--- src/rtl/mc_port_alloc_seq.sv ---
// Sequential multicast port allocator: walks one priority-sorted flit slot per
// cycle, granting productive free ports while capping multicast replicas.
module mc_port_alloc_seq #(
  parameter int NUM_IN        = 4,
  parameter int NUM_OUT       = 4,
  parameter int CNT_W         = 3,
  parameter int REPLICA_LIMIT = 3
) (
  input  logic                      clk,
  input  logic                      reset,
  input  logic                      start,
  input  logic [NUM_IN-1:0]         in_valid,
  input  logic [NUM_IN-1:0]         in_mc,
  input  logic [NUM_IN*NUM_OUT-1:0] in_ppv,
  output logic                      busy,
  output logic                      done,
  output logic [NUM_IN*NUM_OUT-1:0] alloc_vec,
  output logic [NUM_IN*NUM_OUT-1:0] unalloc_vec,
  output logic [NUM_OUT-1:0]        avail_out,
  output logic [CNT_W-1:0]          num_flit_out
);

  localparam int IDX_W = (NUM_IN > 1) ? $clog2(NUM_IN) : 1;
  localparam logic [CNT_W:0] LIM = (CNT_W+1)'(REPLICA_LIMIT);
  localparam logic [IDX_W-1:0] LAST_IDX = IDX_W'(NUM_IN - 1);

  typedef enum logic [1:0] {S_IDLE, S_ALLOC, S_DONE} state_e;

  // Handshake: start is a level sampled only in S_IDLE; done is a one-cycle
  // pulse and the result outputs stay stable from done until the next accepted start.

  state_e                    state_q, state_d;
  logic [IDX_W-1:0]          idx_q, idx_d;
  logic [NUM_IN-1:0]         mc_q, mc_d;
  logic [NUM_IN*NUM_OUT-1:0] ppv_q, ppv_d;
  logic [NUM_IN*NUM_OUT-1:0] alloc_q, alloc_d;
  logic [NUM_IN*NUM_OUT-1:0] unalloc_q, unalloc_d;
  logic [NUM_OUT-1:0]        avail_q, avail_d;
  logic [NUM_OUT-1:0]        avail_out_q, avail_out_d;
  logic [CNT_W-1:0]          cnt_q, cnt_d;
  logic [CNT_W-1:0]          nfo_q, nfo_d;
  logic                      busy_q, busy_d;
  logic                      done_q, done_d;

  logic [NUM_IN*NUM_OUT-1:0] masked_ppv;
  logic [NUM_OUT-1:0]        cur_ppv;
  logic [NUM_OUT-1:0]        grants;
  logic [NUM_OUT-1:0]        avail_next;
  logic [CNT_W-1:0]          c;
  logic                      cur_mc;

  // Invalid slots carry a zero ppv so they never grant and report no unalloc.
  always_comb begin
    masked_ppv = '0;
    for (int k = 0; k < NUM_IN; k++) begin
      masked_ppv[k*NUM_OUT +: NUM_OUT] = in_valid[k] ? in_ppv[k*NUM_OUT +: NUM_OUT] : '0;
    end
  end

  always_comb begin
    cur_ppv = ppv_q[int'(idx_q)*NUM_OUT +: NUM_OUT];
    cur_mc  = mc_q[idx_q];
    grants  = '0;
    c       = cnt_q;
    for (int i = 0; i < NUM_OUT; i++) begin
      if (cur_ppv[i] && avail_q[i] && (!cur_mc || ({1'b0, c} < LIM))) begin
        grants[i] = 1'b1;
        c         = c + CNT_W'(1);
      end
    end
    avail_next = avail_q & ~grants;
  end

  always_comb begin
    state_d     = state_q;
    idx_d       = idx_q;
    mc_d        = mc_q;
    ppv_d       = ppv_q;
    alloc_d     = alloc_q;
    unalloc_d   = unalloc_q;
    avail_d     = avail_q;
    avail_out_d = avail_out_q;
    cnt_d       = cnt_q;
    nfo_d       = nfo_q;
    busy_d      = busy_q;
    done_d      = 1'b0;
    case (state_q)
      S_IDLE: begin
        busy_d = 1'b0;
        if (start) begin
          mc_d      = in_mc;
          ppv_d     = masked_ppv;
          avail_d   = '1;
          cnt_d     = '0;
          idx_d     = '0;
          alloc_d   = '0;
          unalloc_d = masked_ppv;
          busy_d    = 1'b1;
          state_d   = S_ALLOC;
        end
      end
      S_ALLOC: begin
        alloc_d[int'(idx_q)*NUM_OUT +: NUM_OUT]   = grants;
        unalloc_d[int'(idx_q)*NUM_OUT +: NUM_OUT] = cur_ppv & ~grants;
        avail_d = avail_next;
        cnt_d   = c;
        if ((idx_q == LAST_IDX) || (avail_next == '0)) begin
          // Finals are published on entry to DONE so they are valid alongside done.
          avail_out_d = avail_next;
          nfo_d       = c;
          done_d      = 1'b1;
          state_d     = S_DONE;
        end else begin
          idx_d = idx_q + IDX_W'(1);
        end
      end
      S_DONE: begin
        avail_out_d = avail_q;
        nfo_d       = cnt_q;
        busy_d      = 1'b0;
        state_d     = S_IDLE;
      end
      default: begin
        busy_d  = 1'b0;
        state_d = S_IDLE;
      end
    endcase
  end

  always_ff @(posedge clk) begin
    if (reset) begin
      state_q     <= S_IDLE;
      idx_q       <= '0;
      mc_q        <= '0;
      ppv_q       <= '0;
      alloc_q     <= '0;
      unalloc_q   <= '0;
      avail_q     <= '1;
      avail_out_q <= '1;
      cnt_q       <= '0;
      nfo_q       <= '0;
      busy_q      <= 1'b0;
      done_q      <= 1'b0;
    end else begin
      state_q     <= state_d;
      idx_q       <= idx_d;
      mc_q        <= mc_d;
      ppv_q       <= ppv_d;
      alloc_q     <= alloc_d;
      unalloc_q   <= unalloc_d;
      avail_q     <= avail_d;
      avail_out_q <= avail_out_d;
      cnt_q       <= cnt_d;
      nfo_q       <= nfo_d;
      busy_q      <= busy_d;
      done_q      <= done_d;
    end
  end

  assign busy         = busy_q;
  assign done         = done_q;
  assign alloc_vec    = alloc_q;
  assign unalloc_vec  = unalloc_q;
  assign avail_out    = avail_out_q;
  assign num_flit_out = nfo_q;

endmodule

--- config.mk ---
export PLATFORM = sky130hd
export DESIGN_NAME = mc_port_alloc_seq
export DESIGN_NICKNAME = d
export VERILOG_FILES = /design/src/rtl/mc_port_alloc_seq.sv
export SDC_FILE = /design/constraint.sdc
export NUM_CORES = 1
export LEC_CHECK = 0
export ABC_AREA = 0
export CORE_MARGIN = 5
export CORE_UTILIZATION = 30
export CTS_CLUSTER_SIZE = 14
export DETAILED_ROUTE_END_ITERATION = 12
export GPL_TIMING_DRIVEN = 0
export SYNTH_ARGS = -nofsm -noshare
export SYNTH_HDL_FRONTEND = slang
export SYNTH_SLANG_ARGS = --single-unit
--- constraint.sdc ---
create_clock -name clk -period 7.35 [get_ports clk]
set_input_delay 1.47 -clock clk [delete_from_list [all_inputs] [get_ports clk]]
set_output_delay 1.47 -clock clk [all_outputs]
set_load 0.005 [all_outputs]
Yosys cells after proc, flatten, opt, wreduce, memory -nomap -nowiden
Index checks and enable logic that the tools add are counted.
- register bits: 72
- bits in latches: 0
- bits in writable memories: 0
- bits in read-only memories: 0
- input bits: 27
- output and inout bits: 41
- word-level logic and storage cells: 98
- memories: 0
- add/sub/neg operators: 6
- multiply operators: 0
- divide/modulo/power cells: 0
- magnitude comparators: 5
- equal/unequal tests: 6
- shifts and indexed selects: 4
- mux-type cells: 37
- bitwise gates (word level): 4
- reduce and logical (&&, ||, !) cells: 24
- operators by type and width (kind ; number):
    4-bit by 33-bit indexed part select with 16-bit output ; 2
    16-bit one-hot mux with 2 select lines ; 2
    4-bit negation with 33-bit output ; 1
    4-bit by 33-bit variable shift with 16-bit output (first input constant) ; 1
    16-bit bitwise mux ; 2
    16-bit 2-to-1 mux ; 2
    4-bit 2-to-1 mux ; 6
    3-bit 2-to-1 mux ; 6
    4-bit one-hot mux with 2 select lines ; 2
    16-bit by 5-bit indexed part select with 4-bit output ; 1
    3-bit by 1-bit adder with 3-bit output (second input constant) ; 4
    3-bit by 2-bit < comparator with 1-bit output (second input constant) ; 4
    3-bit one-hot mux with 2 select lines ; 2
    4-bit bitwise AND ; 2
    1-bit logical AND ; 8
    2-bit 2-to-1 mux ; 4
    2-bit one-hot mux with 2 select lines ; 2
    2-bit AND reduction ; 4
    1-bit 2-to-1 mux ; 7
    2-bit inequality test (second input constant) ; 3
    1-bit logical OR ; 5
    2-bit == test (second input constant) ; 2
    4-bit logical NOT ; 1
    4-bit NOT ; 1
    other kinds (11) ; 12

Depth between registers and ports, before layout
- word-level depth: 24
- depth in mapped cells: 19
- gate-level depth less buffers: 16

Least setup slack after synthesis
Ideal clock, no wire load.
- path kind: flip-flop to flip-flop
- start point: register idx_q[0]
- end point: register cnt_q[1]
- setup time: 0.128 ns
- arrival time: 3.824 ns
- required time: 7.222 ns
- slack: 3.398 ns
- stages on the path, launching flop included: 18
- buffers on the path: 2
- clock period less this slack: 3.952 ns
- cell sequence: dfxtp_1 mux4_2 buf_6 o21ai_0 a21oi_1 or2_4 ha_1 and3_1 or2_2 o22ai_1 or2_2 a31o_2 buf_2 mux2_2 ha_1 mux2_2 a22oi_1 nor2_1
- word-level cells in the longest chain between the ends: 19
- elaborated cells between the ends (all ways): 27
- classes of those cells: add/sub (3); order compare (3); shift (1); mux (7); reduce/logical (13)
- ends and longest elaborated chain (element ; line ; source):
    start, declared ; 33 ; logic [IDX_W-1:0] idx_q, idx_d;
    start signal, assigned ; 146 ; idx_q <= idx_d;
    branches (longest 17 deep; another with 3-bit by 2-bit < comparator with 1-bit output) ; -- ;
    3-bit 2-to-1 mux * ; 66 ; if (cur_ppv[i] && avail_q[i] && (!cur_mc || ({1'b0, c} < LIM))) begin
    3-bit one-hot mux with 2 select lines * ; 87 ; case (state_q)
    end signal, assigned ; 153 ; cnt_q <= cnt_d;
    end, declared ; 40 ; logic [CNT_W-1:0] cnt_q, cnt_d;
Every way passes the cells marked *. The select of a mux whose other input is x is not followed.
A chain may end at the register's enable or synchronous reset.

Worst setup path in the final report
- start point: register idx_q[1]
- end point: register nfo_q[1], in the netlist num_flit_out[1]
- word-level cells in the longest chain between the ends: 24
- elaborated cells between the ends (all ways): 39
- classes of those cells: add/sub (3); order compare (3); eq/ne (2); shift (1); mux (12); bitwise (2); reduce/logical (16)
- ends and longest elaborated chain (element ; line ; source):
    branches (longest 24 deep; another with 3-bit by 2-bit < comparator with 1-bit output) ; -- ;
    end signal, assigned ; 154 ; nfo_q <= nfo_d;
    end, declared ; 41 ; logic [CNT_W-1:0] nfo_q, nfo_d;
Several ways; the timed one is not identified. The select of a mux whose other input is x is not followed.

==> impl_metrics.json <==
{
  "status": "finished, final reports clean",
  "grt_usage_pct": 17.4,
  "slew_headroom_pct": 27.4,
  "syn_area_um2": 3670,
  "io_buffers": 64,
  "period_needed_ns": 4.54,
  "r2r_start": "idx_q[1]",
  "dp_cells": 653,
  "routed_wirelength_mm": 12.7,
  "hold_depth": 2,
  "ys_seq_area_share_pct": 39.3,
  "drtIter0Drc": 306,
  "clock_latency_ns": 0.33,
  "clk_path_buf_depth": 2,
  "grt_antenna_before_repair": 0,
  "cts_tree": "built",
  "fmax_mhz": 220,
  "gp_congestion": 0.906,
  "start_util_pct": 30.6,
  "stdcell_area_um2": 4780,
  "reg2reg_to": "num_flit_out[1]",
  "drc": 0,
  "layout.cells.non_filler": 669,
  "ant_nets": 0,
  "worstRegToRegCells": 17,
  "hold_buffers": 0,
  "post-route-period-util_pct": 61.8,
  "fin_skew_ns": 0.00713,
  "p_per_area_nw_per_um2": 205,
  "worstSetupEndpointType": "register",
  "dpl_cell_area_um2": 4500,
  "holdPathEnd": "num_flit_out[1]",
  "cts_made_buffers": 9,
  "hp-start": "num_flit_out[1]",
  "clock-sinks": 72,
  "start_kind": "register",
  "diodes": 0,
  "rsz0062_at_grt": "false",
  "vias": 3733,
  "r2r_slack_ns": 2.81,
  "synthTopCellsByCount": "dfxtp_1, nand2_1, nor2_1",
  "setup_viol": 0,
  "ys_types": 61,
  "synthCells": 442,
  "hold_viol": 0,
  "setup.worst_path.class": "register to register",
  "synth_ff_type": "dfxtp_1",
  "grt_max_degree": 12,
  "synthTopCellsByArea": "dfxtp_1, nand2_1, nor2_1",
  "dpl.hpwl_mm": 9.36,
  "final_core_util_pct": 39.8,
  "yosys.area.top_type": "dfxtp_1",
  "grt_pass1_vias": 3699,
  "cts_max_level": 3,
  "io_pins": 68,
  "clk_transition_reported_paths_ns": 0.06,
  "finalNetCount": 552,
  "die-width_um": 121,
  "grt_overflow": 0,
  "hp-class": "register to register",
  "holdWs_ns": 0.448,
  "cts-root-buf": "clkbuf_16",
  "async_flop_share_pct": 0,
  "avgSynthCellArea_um2": 8.31,
  "yosysMostFrequentCell": "dfxtp_1",
  "fin_tns_setup_ns": 0,
  "syn_to_final_growth_pct": 30.2,
  "crit_path_max_fanout": 9,
  "required_ns": 7.56,
  "drv_slew": 0,
  "ys_ff_latch": 72,
  "cp.arrival_ns": 4.75,
  "synth_edf_count": 0,
  "core_um2": 12000,
  "grt_pass1_wl_mm": 19.9,
  "cts_resized": 0,
  "drive_above_1_share_pct": 8.62,
  "maxCapViolations": 0,
  "die_y_um": 121,
  "wire_per_inst_um": 19.0,
  "worstMarginPinSlew_ns": 1.09,
  "synth_top_area_share_pct": 39.3,
  "synth_warnings": 0,
  "p_leak_nw": 1.71,
  "post-cts-setup-buffers": 0,
  "placementRows": 40,
  "dr.pass1.iters": 5,
  "syn-num-nets": 477,
  "ir_worst_vdd_uv": 114,
  "via_per_inst": 5.58,
  "die_area_um2": 14600
}
-- logic make-up (layout without fill, tap and decap cells) --
family                     after synthesis  after routing  synth area share [%]
buffers and inverters                   41            121                  4.91
AOI/OAI and AO/OA                      128            128                  25.1
and+or+nand+nor                        177            177                  22.0
muxes                                   13             13                  5.32
adders and majority gates                8              8                  2.73
DFF                                     72             72                  39.3
xor gates and xnor gates                 3              3                 0.716
-- metrics by stage --
stage                     setup WS, ns  power (mW)
after floorplan                   3.40       0.509
after global placement            2.90       0.572
after detailed placement          2.83       0.575
after CTS                         2.80       0.983
after global routing              2.55        1.02
final                             2.81       0.980
-- critical path, stage by stage (launching register included) --
cell and delay, ns:
dfxtp_1 0.37, buf_6 0.19, mux2i_2 0.39, o22a_1 0.35
nor3_1 0.10, or2_4 0.28, ha_1 0.19, and3_1 0.18
or2_2 0.29, o22ai_1 0.17, or2_2 0.18, a31o_2 0.15
buf_2 0.27, mux2_2 0.39, ha_1 0.28, mux2_2 0.28
o21ai_0 0.27, a21oi_1 0.06
-- how the worst max path moves through the flow --
stage,cells past startpoint,from,slack (ns),end
after floorplan,17,idx_q[0],3.40,cnt_q[1]
after global placement,17,idx_q[0],2.90,num_flit_out[1]
after detailed placement,17,idx_q[1],2.83,num_flit_out[1]
after CTS,17,idx_q[1],2.80,num_flit_out[1]
after global routing,17,idx_q[1],2.55,num_flit_out[1]
final,17,idx_q[1],2.81,num_flit_out[1]
-- state kept, by name (all words and copies together) (netlist names) --
register / count
state_q: 2
busy: 1
avail_q: 4
mc_q: 4
ppv_q: 16
num_flit_out: 3
cnt_q: 3
unalloc_vec: 16
avail_out: 4
done: 1
idx_q: 2
alloc_vec: 16
-- cells in the final DEF, fill, tap and decap left out, types with 3 or more instances in the layout --
cell type / n
a22oi_1: 18
a31o_2: 5
nand2_1: 62
clkdlybuf4s50_1: 64
mux2_2: 3
buf_6: 3
inv_1: 13
and3_1: 3
a211oi_1: 9
clkbuf_16: 9
a221o_1: 4
and2_1: 6
a32oi_1: 8
a21oi_1: 33
nor2b_1: 3
a311oi_1: 5
a31oi_1: 8
nor2_1: 49
o21ai_0: 15
dfxtp_1: 72
ha_1: 8
nand3_1: 29
clkbuf_1: 23
mux4_2: 3
or3_1: 3
nor3_1: 6
nand2b_1: 4
mux2i_1: 4
-- report_power, final --
| part | leakage (nW) | internal (mW) | total (mW) | switching, mW |
|---|---|---|---|---|
| Clock | 0.137 | 0.247 | 0.411 | 0.163 |
| Sequential | 0.586 | 0.405 | 0.415 | 0.0104 |
| Combinational | 0.983 | 0.0620 | 0.154 | 0.0917 |
-- layout make-up --
type	instances	area, µm²
fillers	1236	7230
multi-input cells	329	2060
flip-flops and latches	72	1440
repair buffers	64	641
clock buffers	14	264
well taps	147	184
plain buffers	28	131
inverters	13	48.8
clock inverters	2	13.8
-- metal layers --
metal	part of all wire [%]	vias to the layer above	track usage, %
met5	0	-	0
met4	2.7	0	7.51
met3	6.5	28	3.32
met2	46	169	28.2
met1	44	1774	22.7
li1	-	1762	-
No activity file was read; power rests on OpenSTA's default activity.
